## src/rtl/uart_pkg.sv

```systemverilog
// Shared UART types and line levels for the transmit serializer and the future receiver.
package uart_pkg;

    typedef enum logic [2:0] {
        IDLE,
        SYNC,
        START,
        DATA,
        PARITY,
        STOP
    } uart_tx_state_t;

    localparam logic UART_IDLE_LEVEL  = 1'b1;
    localparam logic UART_START_LEVEL = 1'b0;

endpackage

```

## src/rtl/uart_baud_tick.sv

```systemverilog
// Rising-edge detector on the same-domain baud_clk; tick is combinational off one register, zero added latency.
// No backpressure: every rising edge produces exactly one single-cycle tick.
module uart_baud_tick (
    input  logic clk,
    input  logic rst_n,
    input  logic baud_clk,
    output logic tick
);

    logic baud_q;

    always_ff @(posedge clk or negedge rst_n) begin
        if (!rst_n) begin
            baud_q <= 1'b0;
        end else begin
            baud_q <= baud_clk;
        end
    end

    assign tick = baud_clk & ~baud_q;

endmodule

```

## src/rtl/uart_tx_serializer.sv

```systemverilog
// UART framer: start + DATA_BITS (LSB first) + optional parity + STOP_BITS, one bit per baud tick; start bit within one baud period + 1 clk of accept.
// Handshake is start/busy: tx_start is dropped while tx_busy is high, and is accepted again in the tx_done cycle.
module uart_tx_serializer
    import uart_pkg::*;
#(
    parameter int DATA_BITS = 8,
    parameter int STOP_BITS = 1
) (
    input  logic                 clk,
    input  logic                 rst_n,
    input  logic                 baud_clk,
    input  logic                 tx_start,
    input  logic [DATA_BITS-1:0] tx_data,
    input  logic                 parity_en,
    input  logic                 parity_odd,
    output logic                 tx,
    output logic                 tx_busy,
    output logic                 tx_done
);

    localparam logic [2:0] LAST_BIT  = 3'(DATA_BITS - 1);
    localparam logic       LAST_STOP = 1'(STOP_BITS - 1);

    uart_tx_state_t       state_q, state_d;
    logic [DATA_BITS-1:0] shreg_q, shreg_d;
    logic [2:0]           bit_cnt_q, bit_cnt_d;
    logic                 stop_cnt_q, stop_cnt_d;
    logic                 par_en_q, par_en_d;
    logic                 par_bit_q, par_bit_d;
    logic                 tx_d, busy_d, done_d;
    logic                 tick;

    uart_baud_tick u_baud_tick (
        .clk      (clk),
        .rst_n    (rst_n),
        .baud_clk (baud_clk),
        .tick     (tick)
    );

    always_ff @(posedge clk or negedge rst_n) begin
        if (!rst_n) begin
            state_q    <= IDLE;
            shreg_q    <= '0;
            bit_cnt_q  <= 3'd0;
            stop_cnt_q <= 1'b0;
            par_en_q   <= 1'b0;
            par_bit_q  <= 1'b0;
            tx         <= UART_IDLE_LEVEL;
            tx_busy    <= 1'b0;
            tx_done    <= 1'b0;
        end else begin
            state_q    <= state_d;
            shreg_q    <= shreg_d;
            bit_cnt_q  <= bit_cnt_d;
            stop_cnt_q <= stop_cnt_d;
            par_en_q   <= par_en_d;
            par_bit_q  <= par_bit_d;
            tx         <= tx_d;
            tx_busy    <= busy_d;
            tx_done    <= done_d;
        end
    end

    // A tick coinciding with accept is not seen in IDLE, so SYNC always waits for the next full period.
    always_comb begin
        state_d = state_q;
        case (state_q)
            IDLE:    if (tx_start) state_d = SYNC;
            SYNC:    if (tick) state_d = START;
            START:   if (tick) state_d = DATA;
            DATA:    if (tick && bit_cnt_q == LAST_BIT) state_d = par_en_q ? PARITY : STOP;
            PARITY:  if (tick) state_d = STOP;
            STOP:    if (tick && stop_cnt_q == LAST_STOP) state_d = IDLE;
            default: state_d = IDLE;
        endcase
    end

    always_comb begin
        tx_d       = tx;
        shreg_d    = shreg_q;
        bit_cnt_d  = bit_cnt_q;
        stop_cnt_d = stop_cnt_q;
        par_en_d   = par_en_q;
        par_bit_d  = par_bit_q;
        done_d     = 1'b0;
        busy_d     = (state_d != IDLE);
        case (state_q)
            IDLE: begin
                tx_d = UART_IDLE_LEVEL;
                if (tx_start) begin
                    shreg_d   = tx_data;
                    par_en_d  = parity_en;
                    par_bit_d = (^tx_data) ^ parity_odd;
                end
            end
            SYNC: if (tick) tx_d = UART_START_LEVEL;
            START: if (tick) begin
                tx_d      = shreg_q[0];
                bit_cnt_d = 3'd0;
            end
            DATA: if (tick) begin
                if (bit_cnt_q == LAST_BIT) begin
                    if (par_en_q) begin
                        tx_d = par_bit_q;
                    end else begin
                        tx_d       = UART_IDLE_LEVEL;
                        stop_cnt_d = 1'b0;
                    end
                end else begin
                    shreg_d   = shreg_q >> 1;
                    tx_d      = shreg_q[1];
                    bit_cnt_d = bit_cnt_q + 3'd1;
                end
            end
            PARITY: if (tick) begin
                tx_d       = UART_IDLE_LEVEL;
                stop_cnt_d = 1'b0;
            end
            STOP: if (tick) begin
                if (stop_cnt_q == LAST_STOP) begin
                    done_d = 1'b1;
                end else begin
                    stop_cnt_d = stop_cnt_q + 1'b1;
                end
            end
            default: ;
        endcase
    end

endmodule

```

## config.mk

```make
export PLATFORM = sky130hd
export DESIGN_NAME = uart_tx_serializer
export DESIGN_NICKNAME = d
export VERILOG_FILES = /design/src/rtl/uart_pkg.sv /design/src/rtl/uart_baud_tick.sv /design/src/rtl/uart_tx_serializer.sv
export SDC_FILE = /design/constraint.sdc
export NUM_CORES = 1
export LEC_CHECK = 0
export ABC_AREA = 1
export BUFFER_PORTS_ARGS = -buffer_cell sky130_fd_sc_hd__buf_2
export CELL_PAD_IN_SITES_DETAIL_PLACEMENT = 2
export CELL_PAD_IN_SITES_GLOBAL_PLACEMENT = 2
export CORE_MARGIN = 2
export CORE_UTILIZATION = 33
export DETAILED_ROUTE_END_ITERATION = 12
export PLACE_DENSITY_LB_ADDON = 0.08
export SETUP_SLACK_MARGIN = 0.4
export SLEW_MARGIN = 10
export SYNTH_ARGS = -nofsm -noshare
export SYNTH_HDL_FRONTEND = slang
export SYNTH_SLANG_ARGS = --single-unit
```

## constraint.sdc

```tcl
create_clock -name clk -period 3.3 [get_ports clk]
set_input_delay 0.33 -clock clk [delete_from_list [all_inputs] [get_ports clk]]
set_output_delay 0.33 -clock clk [all_outputs]
set_load 0.01 [all_outputs]
```

; ---- Word-level counts from Yosys, hierarchy flattened
; Cells that the tools add are included.
[word_totals]
regBits = 21
latch_bits = 0
mem_bits_rw = 0
romBits = 0
input_bits = 14
out_inout_bits = 3
word_cells = 77
mem_count = 0
[op_classes]
n_addsub = 2
mul = 0
div_mod_pow = 0
magnitude_cmp = 0
n_eq_ne = 15
shifts = 0
muxes = 32
n_bitwise = 4
reduce_logical = 14
[op_table]
columns = operator, n
row1 = $mux W3, 9
row2 = $mux W8, 3
row3 = $ne A2 B2 Y1 const B, 9
row4 = $pmux W3 S6, 1
row5 = $pmux W8 S2, 1
row6 = $mux W1, 15
row7 = $eq A3 B3 Y1 const B, 3
row8 = $reduce_and A4 Y1, 2
row9 = $reduce_xor A8 Y1, 1
row10 = $eq A3 B2 Y1 const B, 2
row11 = $pmux W3 S2, 1
row12 = $reduce_and A6 Y1, 1
row13 = $reduce_bool A3 Y1, 2
row14 = $pmux W1 S5, 1
row15 = $reduce_and A5 Y1, 1
row16 = $reduce_bool A5 Y1, 1
row17 = $reduce_bool A2 Y1, 2
row18 = $add A3 B1 Y3 const B, 1
row19 = $eq A3 B1 Y1 const B, 1
row20 = $logic_not A3 Y1, 1
row21 = $pmux W1 S3, 1
row22 = $logic_and A1 B1 Y1, 2
row23 = $not A1 Y1, 2
row24 = $reduce_and A2 Y1, 1
row25 = 3 further kinds, 3

; ---- Longest topological paths before layout
; Gate-level depths: netlist of the first run.
[depth]
word_depth = 6
depth_mapped = 10
depth_no_buf = 10

; ---- Modules after synthesis
; A second synthesis of the first run with hierarchy kept.
[unflattened]
cells_unflattened = 164
area_unflattened_um2 = 1211.2
[by_module_without_submodules]
columns = mod, instances, cells_per_inst, area_each_um2, seq_area_each_um2
row1 = uart_tx_serializer, 1, 161, 1176.1, 476.7
row2 = uart_baud_tick, 1, 3, 35.0, 25.0

; ---- Worst setup path after synthesis of the first run
; OpenSTA, ideal clock, no wires.
[synth_path]
path_type = reg2reg
start = register bit_cnt_q[0]
end = register shreg_q[1]
setup_time_ps = 126
arrival_ps = 1346
required_ps = 3174
slack_ps = 1828
path_stages_with_launch = 8
n_path_buf = 1
synth_period_minus_slack_ps = 1472
cell_sequence = dfrtp_1 ha_1 ha_1 inv_1 nand2_2 a22oi_4 buf_6 o21ai_0
[synth_between]
elab_chain_cells = 3
[synth_rtl]
columns = element, line
row1 = from (decl), uart_tx_serializer.sv:26  ; logic [2:0] bit_cnt_q, bit_cnt_d;
row2 = from (signal assigned), uart_tx_serializer.sv:54  ; bit_cnt_q <= bit_cnt_d;
row3 = $eq A3 B3 Y1, uart_tx_serializer.sv:102  ; if (bit_cnt_q == LAST_BIT) begin
row4 = $ne A2 B2 Y1 (no source line), --
row5 = $reduce_and A4 Y1 (no source line), --
row6 = to (signal assigned), uart_tx_serializer.sv:53  ; shreg_q <= shreg_d;
row7 = to (decl), uart_tx_serializer.sv:25  ; logic [DATA_BITS-1:0] shreg_q, shreg_d;
; Every way passes these cells.
; A chain may end at the register's enable or synchronous reset.

; ---- Worst setup path after layout of the first run
[layout_path]
start = register bit_cnt_q[0]
end = register shreg_q[5]
; The elaborated chain is that of the path after synthesis.

==> flow_summary.json, run 1 <==
{
  "status": "finished, final reports clean",
  "synth_area_leader_cell": "dfrtp_1",
  "end_kind": "register",
  "synth_seq_cells": 20,
  "grt_remaining_overflow": 0,
  "synthCells": 161,
  "r2r_start": "bit_cnt_q[0]",
  "crit_family": "compound AO/OA/AOI/OAI gates",
  "ys_types": 23,
  "firstDrtPassIters": 4,
  "n_antenna_cell": 0,
  "drt_iter0_markers": 28,
  "crit_path_start_kind": "register",
  "die_area_mm2": 0.004025,
  "wirelength_mm": 3.024,
  "hold_slack_ps": 117.7,
  "cts.htree.levels": 1,
  "worst_pin_slew_ps": 453.6,
  "syn_avg_cell_area_um2": 7.243,
  "grt_pass1_wl_mm": 5.326,
  "setup-tns-final_ps": 0,
  "finalHoldViolations": 0,
  "synthDominantCellAreaShare_pct": 40.77,
  "antenna_found_initial": 0,
  "syn_to_final_growth_pct": 14.38,
  "required_ps": 3550,
  "clock_sinks": 20,
  "setup_viol": 0,
  "dieWidth_um": 63.45,
  "p_per_area_mw_per_mm2": 742.4,
  "ys_top_cells_by_area": "dfrtp_1 41%, nand2_1 17%, o21ai_0 8.6%",
  "slowest_stage": "dfrtp_1",
  "crit_path_frequent_cell": "ha_1",
  "drive_gt1_share_pct": 18.33,
  "final_antenna_net_count": 0,
  "path_clk_slew_ps": 120,
  "critical_path_class": "reg2reg",
  "arrival_ps": 1920,
  "crit_buf_inv": 1,
  "rows": 21,
  "hp-class": "in2reg",
  "die_h_um": 63.45,
  "dpl.hpwl_mm": 2.426,
  "ioPinCount": 17,
  "post-route-min-period_ps": 1668,
  "max_slew_margin_pct": 69.76,
  "layout_common_cells": "53 x nand2_1, 24 x inv_1, 20 x o21ai_0",
  "gr-usage-all-layers_pct": 17.01,
  "reg2reg_slack_ps": 1630,
  "fin_skew_ps": 7.469,
  "min_from": "baud_clk",
  "slowest_delay_ps": 410,
  "grt_max_degree": 21,
  "fin_nets": 197,
  "cts_root_buf": "clkbuf_4",
  "layout_commonest_cell": "nand2_1",
  "max_freq_mhz": 599.4,
  "core_mm2": 0.003363,
  "crit_fanout": 15,
  "io_buffers": 16,
  "cp_cell_sequence": "ha_1 > ha_1 > inv_1 > nand2_2 > a22oi_4 > nand2_1 > o21ai_0",
  "initial_core_util_pct": 34.67,
  "seq_area_frac_synth_pct": 43.03,
  "slew_violations": 0,
  "num_vias": 1087,
  "setup.worst_path.start": "bit_cnt_q[0]",
  "netlist_area_mm2": 0.001166,
  "cts_buffer_depth": 2,
  "grt_pass1_vias": 1166,
  "cts_tree": "done",
  "wl_per_cell_um": 13.38,
  "clk_latency_ps": 320,
  "ir_worst_vdd_mv": 0.2773,
  "cts_buffers": 3,
  "ys_warn_count": 0,
  "p_leak_nw": 0.7271,
  "place_congestion": 0.7880,
  "cap_violations": 0,
  "via_per_inst": 4.810,
  "finalCritPeriodShare_pct": 50.56,
  "rsz0062_at_grt": "false",
  "drcViolationCount": 0,
  "synth_nets": 177
}
==> final cells by class <==
type	count	area (um^2)
timing repair buffer	17	90.09
tap	46	57.56
fill	430	2029
inverter	27	101.3
sequential	20	501.7
multi-input combinational	112	546.8
clock buffer	4	36.28
==> cell usage after synthesis, drive strengths merged <==
library cell / n
nor2: 14
o21bai: 1
o21ai: 25
nand3: 7
dfstp: 1
o211ai: 1
nand2: 56
ha: 2
xor2: 1
nor3: 2
buf: 2
o31ai: 1
a22oi: 2
inv: 27
dfrtp: 19
==> flip-flops by register name (all words and copies together), names as in the netlist <==
| name | cells |
|---|---|
| par_bit_q | 1 |
| shreg_q | 8 |
| state_q | 3 |
| tx | 1 |
| u_baud_tick.baud_q | 1 |
| par_en_q | 1 |
| bit_cnt_q | 3 |
| tx_done | 1 |
| tx_busy | 1 |
==> through the flow <==
| step | power (mW) | utilization (%) | setup WS [ps] | std cells | area, um^2 |
|---|---|---|---|---|---|
| floorplan | 0.7274 | - | 1828 | 161 | 1166 |
| global placement | 0.8173 | 38.28 | 1723 | 221 | 1287 |
| detailed placement | 0.8504 | 38.28 | 1635 | 221 | 1287 |
| CTS | 1.010 | 39.66 | 1617 | 226 | 1334 |
| global route | 1.095 | 39.66 | 1463 | 226 | 1334 |
| finish | 0.9903 | 39.66 | 1632 | 226 | 1334 |
==> worst reg2reg max path: cells and delay by family, from the launching register on <==
family,cells,cell delay (ps)
buffers and inverters,1,110
DFF,1,410
and+or+nand+nor,2,190
AOI/OAI and AO/OA,2,440
adders and majority gates,2,430
==> per-layer routing <==
metal  up-vias  GRT usage (%)  part of all wire [%]
met5         -              0                     0
met4         0          6.522                   1.8
met3         5          2.679                   2.1
met2        13          30.26                    54
met1       528          20.43                    42
li1        541              -                     -
==> cells by family after synthesis <==
group | synth area share [%]
compound gates | 16.10
buf+inv | 10.09
xor+xnor | 0.7512
flops | 43.03
simple gates | 27.90
fa+ha+maj | 2.146
==> report_power, final <==
group | switching [mW] | internal [mW]
Clock | 0.0843 | 0.0675
Sequential | 0.0644 | 0.353
Combinational | 0.280 | 0.141
==> final timing paths <==
check | to | depth (start not counted)
hold reg to reg | tx | 2
setup reg to reg | shreg_q[5] | 7
setup / recovery | shreg_q[5] | 7
min in group asynchronous | bit_cnt_q[2] | 2
hold / removal | u_baud_tick.baud_q | 1
max in group asynchronous | tx | 2
==> what timing repair did <==
action                    4_1_cts  5_1_grt
buffers inserted                0        0
hold buffers                    1        0
resized for setup               0        0
hold endpoints to repair       19        0
No activity file was read; power rests on OpenSTA's default activity.
==> inputs of run 2 (changes only) <==
Settings changed: CORE_UTILIZATION 33 to 28.
Clock period 3.3 ns to 1.47 ns, I/O delays scaled along.
==> flow_summary.json, run 2 (synthesized netlist as in run 1, its figures left out) <==
{
  "layout_commonest_cell": "nand2_1",
  "post-route-min-period_ps": 1456,
  "num_vias": 1158,
  "largestRegisters": "shreg_q (8), bit_cnt_q (3), state_q (3)",
  "top_register": "shreg_q",
  "setup_viol": 0,
  "dieWidth_um": 68.54,
  "firstDrtPassIters": 2,
  "final_area_mm2": 0.001653,
  "end_kind": "register",
  "r2r_cells": 9,
  "finalCritPeriodShare_pct": 99.04,
  "dpl.hpwl_mm": 2.541,
  "wl_per_cell_um": 14.15,
  "die_h_um": 68.54,
  "hold_slack_ps": 106.7,
  "drt_iter0_markers": 36,
  "ir_worst_vdd_mv": 0.4371,
  "place_congestion": 0.7933,
  "grt_pass1_vias": 1291,
  "worst_pin_slew_ps": 472.3,
  "die_area_mm2": 0.004697,
  "fin_skew_ps": 5.687,
  "wirelength_mm": 3.508,
  "cts_buffer_depth": 2,
  "largest_register_ffs": 8,
  "p_leak_nw": 0.8502,
  "placedInstanceArea_mm2": 0.001393,
  "syn_to_final_growth_pct": 41.74,
  "final_cells": 248,
  "crit_path_start_kind": "register",
  "antenna_found_initial": 0,
  "whs_path_depth": 3,
  "layout_setup_ws_ps": 14.11,
  "cts_tree": "done",
  "crit_fanout": 4,
  "r2r_start": "bit_cnt_q[1]",
  "io_buffers": 16,
  "hp-class": "in2reg",
  "max_freq_mhz": 686.9,
  "fin_nets": 215,
  "finalHoldViolations": 0,
  "place_ws_ps": 31.53,
  "final_util_pct": 41.32,
  "grt_pass1_wl_mm": 5.920,
  "max_slew_margin_pct": 68.51,
  "rsz0062_at_grt": "true",
  "layout_common_cells": "45 x nand2_1, 20 x inv_1, 16 x dfrtp_1",
  "reg2reg_slack_ps": 10,
  "p_per_area_mw_per_mm2": 1727,
  "critical_path_class": "reg2reg",
  "min_from": "parity_en",
  "timing.rr.end": "bit_cnt_q[1]",
  "setup-tns-final_ps": 0,
  "via_per_inst": 4.669,
  "drive_gt1_share_pct": 38.89,
  "clock_sinks": 20,
  "required_ps": 1670,
  "grt_remaining_overflow": 0,
  "cts_buffers": 3,
  "cts_root_buf": "clkbuf_8",
  "drcViolationCount": 0,
  "min_to": "par_en_q",
  "rows": 23,
  "grt_max_degree": 21,
  "status": "finished, final reports clean",
  "final_antenna_net_count": 0,
  "initial_core_util_pct": 29.15,
  "gr-usage-all-layers_pct": 17.44,
  "core_mm2": 0.004000,
  "ioPinCount": 17,
  "cts.htree.levels": 1,
  "n_antenna_cell": 0,
  "path_clk_slew_ps": 80,
  "p_total_mw": 2.855,
  "arrival_ps": 1660,
  "slew_violations": 0,
  "clk_latency_ps": 260,
  "cap_violations": 0,
  "dp.cells": 232
}
==> run 2: cell types whose count changed in the layout (fill, tap and decap cells not counted), moves of 5 or more <==
cell     previous run  this run
buf_4               0        11
buf_6               0         5
nand2_1            53        45
nand2_2             3         9
o21ai_0            20         9
o21ai_1             2         8
o21ai_2             3         8
==> run 2: worst max-delay path: stages, from the launching register on <==
cell and delay [ps]:
dfrtp_1 400, ha_2 200, ha_4 180, buf_4 130, buf_6 110, nor2_4 100
nand2_2 80, inv_2 70, nand2_1 60, nand2_1 70
==> run 2: layout make-up <==
type	instances	area (um^2)
Clock buffer	4	45.04
Multi-Input combinational cell	112	656.9
Fill cell	465	2347
Tap cell	50	62.56
Timing Repair Buffer	35	274.0
Inverter	27	108.9
Sequential cell	20	505.5
==> run 2: timing repair <==
action	4_1_cts	5_1_grt
gates cloned	0	0
buffers inserted	8	2
endpoints found under the hold margin	19	1
gates resized for setup	23	23
pin swaps	8	6
setup endpoints to repair	19	20
hold buffers	1	1
==> run 2: power by group <==
part / switching [mW] / leakage [nW] / internal, mW
Combinational: 0.835 / 0.583 / 0.668
Clock: 0.190 / 0.0228 / 0.193
Sequential: 0.166 / 0.244 / 0.803
==> run 2: worst max path at each step <==
stage                     cells past startpoint          from  slack [ps]           end
after floorplan                               7  bit_cnt_q[0]         130    shreg_q[6]
after global placement                        8  bit_cnt_q[0]         130    shreg_q[4]
after detailed placement                      7  bit_cnt_q[0]          30    shreg_q[7]
after CTS                                     8  bit_cnt_q[0]          30    shreg_q[6]
after global routing                          8  bit_cnt_q[0]         -60    shreg_q[0]
final                                         9  bit_cnt_q[1]          10  bit_cnt_q[1]
==> run 2: per-layer routing <==
layer,vias up,track usage (%),share of wire [%]
met5,-,0,0
met3,2,2.597,1.6
li1,577,-,-
met4,0,7.250,0.97
met2,12,33.77,58
met1,567,18.48,39
==> inputs of run 3 (changes only) <==
Settings changed: CORE_UTILIZATION 28 to 30, CTS_BUF_LIST from default to sky130_fd_sc_hd__clkbuf_2 sky130_fd_sc_hd__clkbuf_4 sky130_fd_sc_hd__clkbuf_8, PLACE_DENSITY_LB_ADDON 0.08 to 0.25.
==> flow_summary.json, run 3 (synthesized netlist as in run 1, its figures left out) <==
{
  "drt_iter0_markers": 24,
  "slew_violations": 0,
  "multiInputGateArea_um2": 673.1,
  "grt_max_degree": 21,
  "cap_violations": 0,
  "rsz0062_at_grt": "true",
  "cts_root_buf": "clkbuf_8",
  "die_area_mm2": 0.004402,
  "final_antenna_net_count": 0,
  "p_int_mw": 1.889,
  "syn_to_final_growth_pct": 46.57,
  "end_kind": "register",
  "finalCritPeriodShare_pct": 103.7,
  "num_vias": 1196,
  "dieWidth_um": 66.35,
  "setup_viol": 8,
  "final_util_pct": 46.34,
  "gr-usage-all-layers_pct": 18.62,
  "largestRegisters": "shreg_q (8), bit_cnt_q (3), state_q (3)",
  "io_buffers": 16,
  "r2r_cells": 8,
  "dpl.hpwl_mm": 2.572,
  "layout_setup_ws_ps": -54.29,
  "wirelength_mm": 3.902,
  "fillers": 423,
  "placedInstanceArea_mm2": 0.001398,
  "required_ps": 1660,
  "path_clk_slew_ps": 80,
  "ioPinCount": 17,
  "crit_buf_inv": 2,
  "cp_num_cells": 8,
  "crit_path_start_kind": "register",
  "crit_family": "flip-flops",
  "n_antenna_cell": 0,
  "max_slew_margin_pct": 68.19,
  "grt_pass1_vias": 1306,
  "critical_path_class": "reg2reg",
  "core_mm2": 0.003689,
  "power_frac_comb_pct": 51.6,
  "firstDrtPassIters": 4,
  "fin_nets": 216,
  "cp_cell_sequence": "ha_2 > ha_4 > inv_4 > nand2_4 > a22oi_4 > clkbuf_16 > nand2_2 > o21ai_2",
  "grt_remaining_overflow": 0,
  "post-route-min-period_ps": 1524,
  "setup-tns-final_ps": -227.0,
  "cts.htree.levels": 1,
  "p_per_area_mw_per_mm2": 1856,
  "rows": 22,
  "fin_skew_ps": 4.401,
  "final_cells": 247,
  "via_per_inst": 4.842,
  "die_h_um": 66.35,
  "max_freq_mhz": 656.0,
  "seqCellArea_um2": 504.2,
  "arrival_ps": 1710,
  "crit_fanout": 7,
  "grt_pass1_wl_mm": 6.154,
  "clock_sinks": 20,
  "slowest_stage": "dfrtp_1",
  "top_register": "shreg_q",
  "initial_core_util_pct": 31.61,
  "p_leak_nw": 0.8757,
  "finalHoldViolations": 0,
  "largest_register_ffs": 8,
  "violations": "negative setup slack",
  "ir_worst_vdd_mv": 0.6620,
  "dp.cells": 231,
  "cts_tree": "done",
  "antenna_found_initial": 0,
  "clk_latency_ps": 260,
  "whs_path_depth": 3,
  "status": "complete, but fails checks",
  "hp-class": "in2reg",
  "seq_power_share_pct": 30.9,
  "layout_common_cells": "42 x nand2_1, 20 x inv_1, 17 x dfrtp_1",
  "drive_gt1_share_pct": 42.71,
  "sw_frac_of_total_pct": 40.44,
  "place_congestion": 0.8349,
  "final_area_mm2": 0.001709,
  "wl_per_cell_um": 15.80,
  "layout_commonest_cell": "nand2_1",
  "p_switching_mw": 1.283,
  "drcViolationCount": 0,
  "cts_buffers": 3,
  "pwr-share-clk_pct": 17.6,
  "slowest_delay_ps": 400,
  "cts_buffer_depth": 2,
  "worst_pin_slew_ps": 477.2,
  "reg2reg_slack_ps": -50
}
[run 3: cell types whose count changed in the layout (fill, tap and decap cells not counted), moves of 2 or more]
cell,before,now
nand2_1,45,42
buf_4,11,13
buf_6,5,3
o21ai_2,8,11
nor2_2,0,2
o21ai_1,8,5
nand2_2,9,12
[run 3: final timing paths]
path                               from          to
max                        bit_cnt_q[0]  shreg_q[4]
min                           parity_en    par_en_q
max reg2reg                bit_cnt_q[0]  shreg_q[4]
min reg2reg                          tx          tx
max in group asynchronous         rst_n  state_q[0]
min in group asynchronous         rst_n  state_q[1]
[run 3: repair_timing]
item,4_1_cts,5_1_grt
cloned,0,1
setup endpoints to repair,19,19
hold endpoints to repair,20,0
resized for setup,15,34
buffers inserted,3,6
pin swaps,3,10
hold buffers,2,0
[run 3: worst min-delay path, cell delays in order]
cell and delay [ps]:
buf_2 80, nand2_2 40, o21ai_1 50
[run 3: layout make-up]
| class | count | share of cell area, % |
|---|---|---|
| clock buffers | 3 | 2.416 |
| clock inverters | 1 | 1.757 |
| inverters | 27 | 6.369 |
| multi-input cells | 112 | 39.39 |
| flip-flops and latches | 20 | 29.50 |
| well taps | 48 | 3.514 |
| repair buffers | 36 | 17.06 |
[run 3: metrics by stage]
stage / total power, mW / hold slack, ps / setup slack (ps)
CTS: 2.806 / 97.75 / 11.29
detailed placement: 2.108 / 133.0 / 65.30
floorplan: 1.653 / -148.6 / 126.7
global route: 3.438 / 111.3 / -109.8
finish: 3.171 / 104.6 / -54.29
global placement: 2.021 / 122.8 / 128.8
[run 3: power groups by stage]
| stage | clock (mW) | combinational, mW | sequential [mW] |
|---|---|---|---|
| 2_1_floorplan | 0 | 0.722 | 0.931 |
| 3_3_place_gp | 0 | 1.09 | 0.932 |
| 3_5_place_dp | 0 | 1.15 | 0.958 |
| 4_1_cts | 0.568 | 1.27 | 0.965 |
| 5_1_grt | 0.601 | 1.84 | 1.00 |
| 6_report | 0.558 | 1.64 | 0.979 |
[run 3: metal layers]
metal  part of all wire, %  GRT usage (%)
met5                     0              0
met4                   1.1          6.122
met3                   2.4          2.555
met2                    54          33.00
met1                    43          22.98
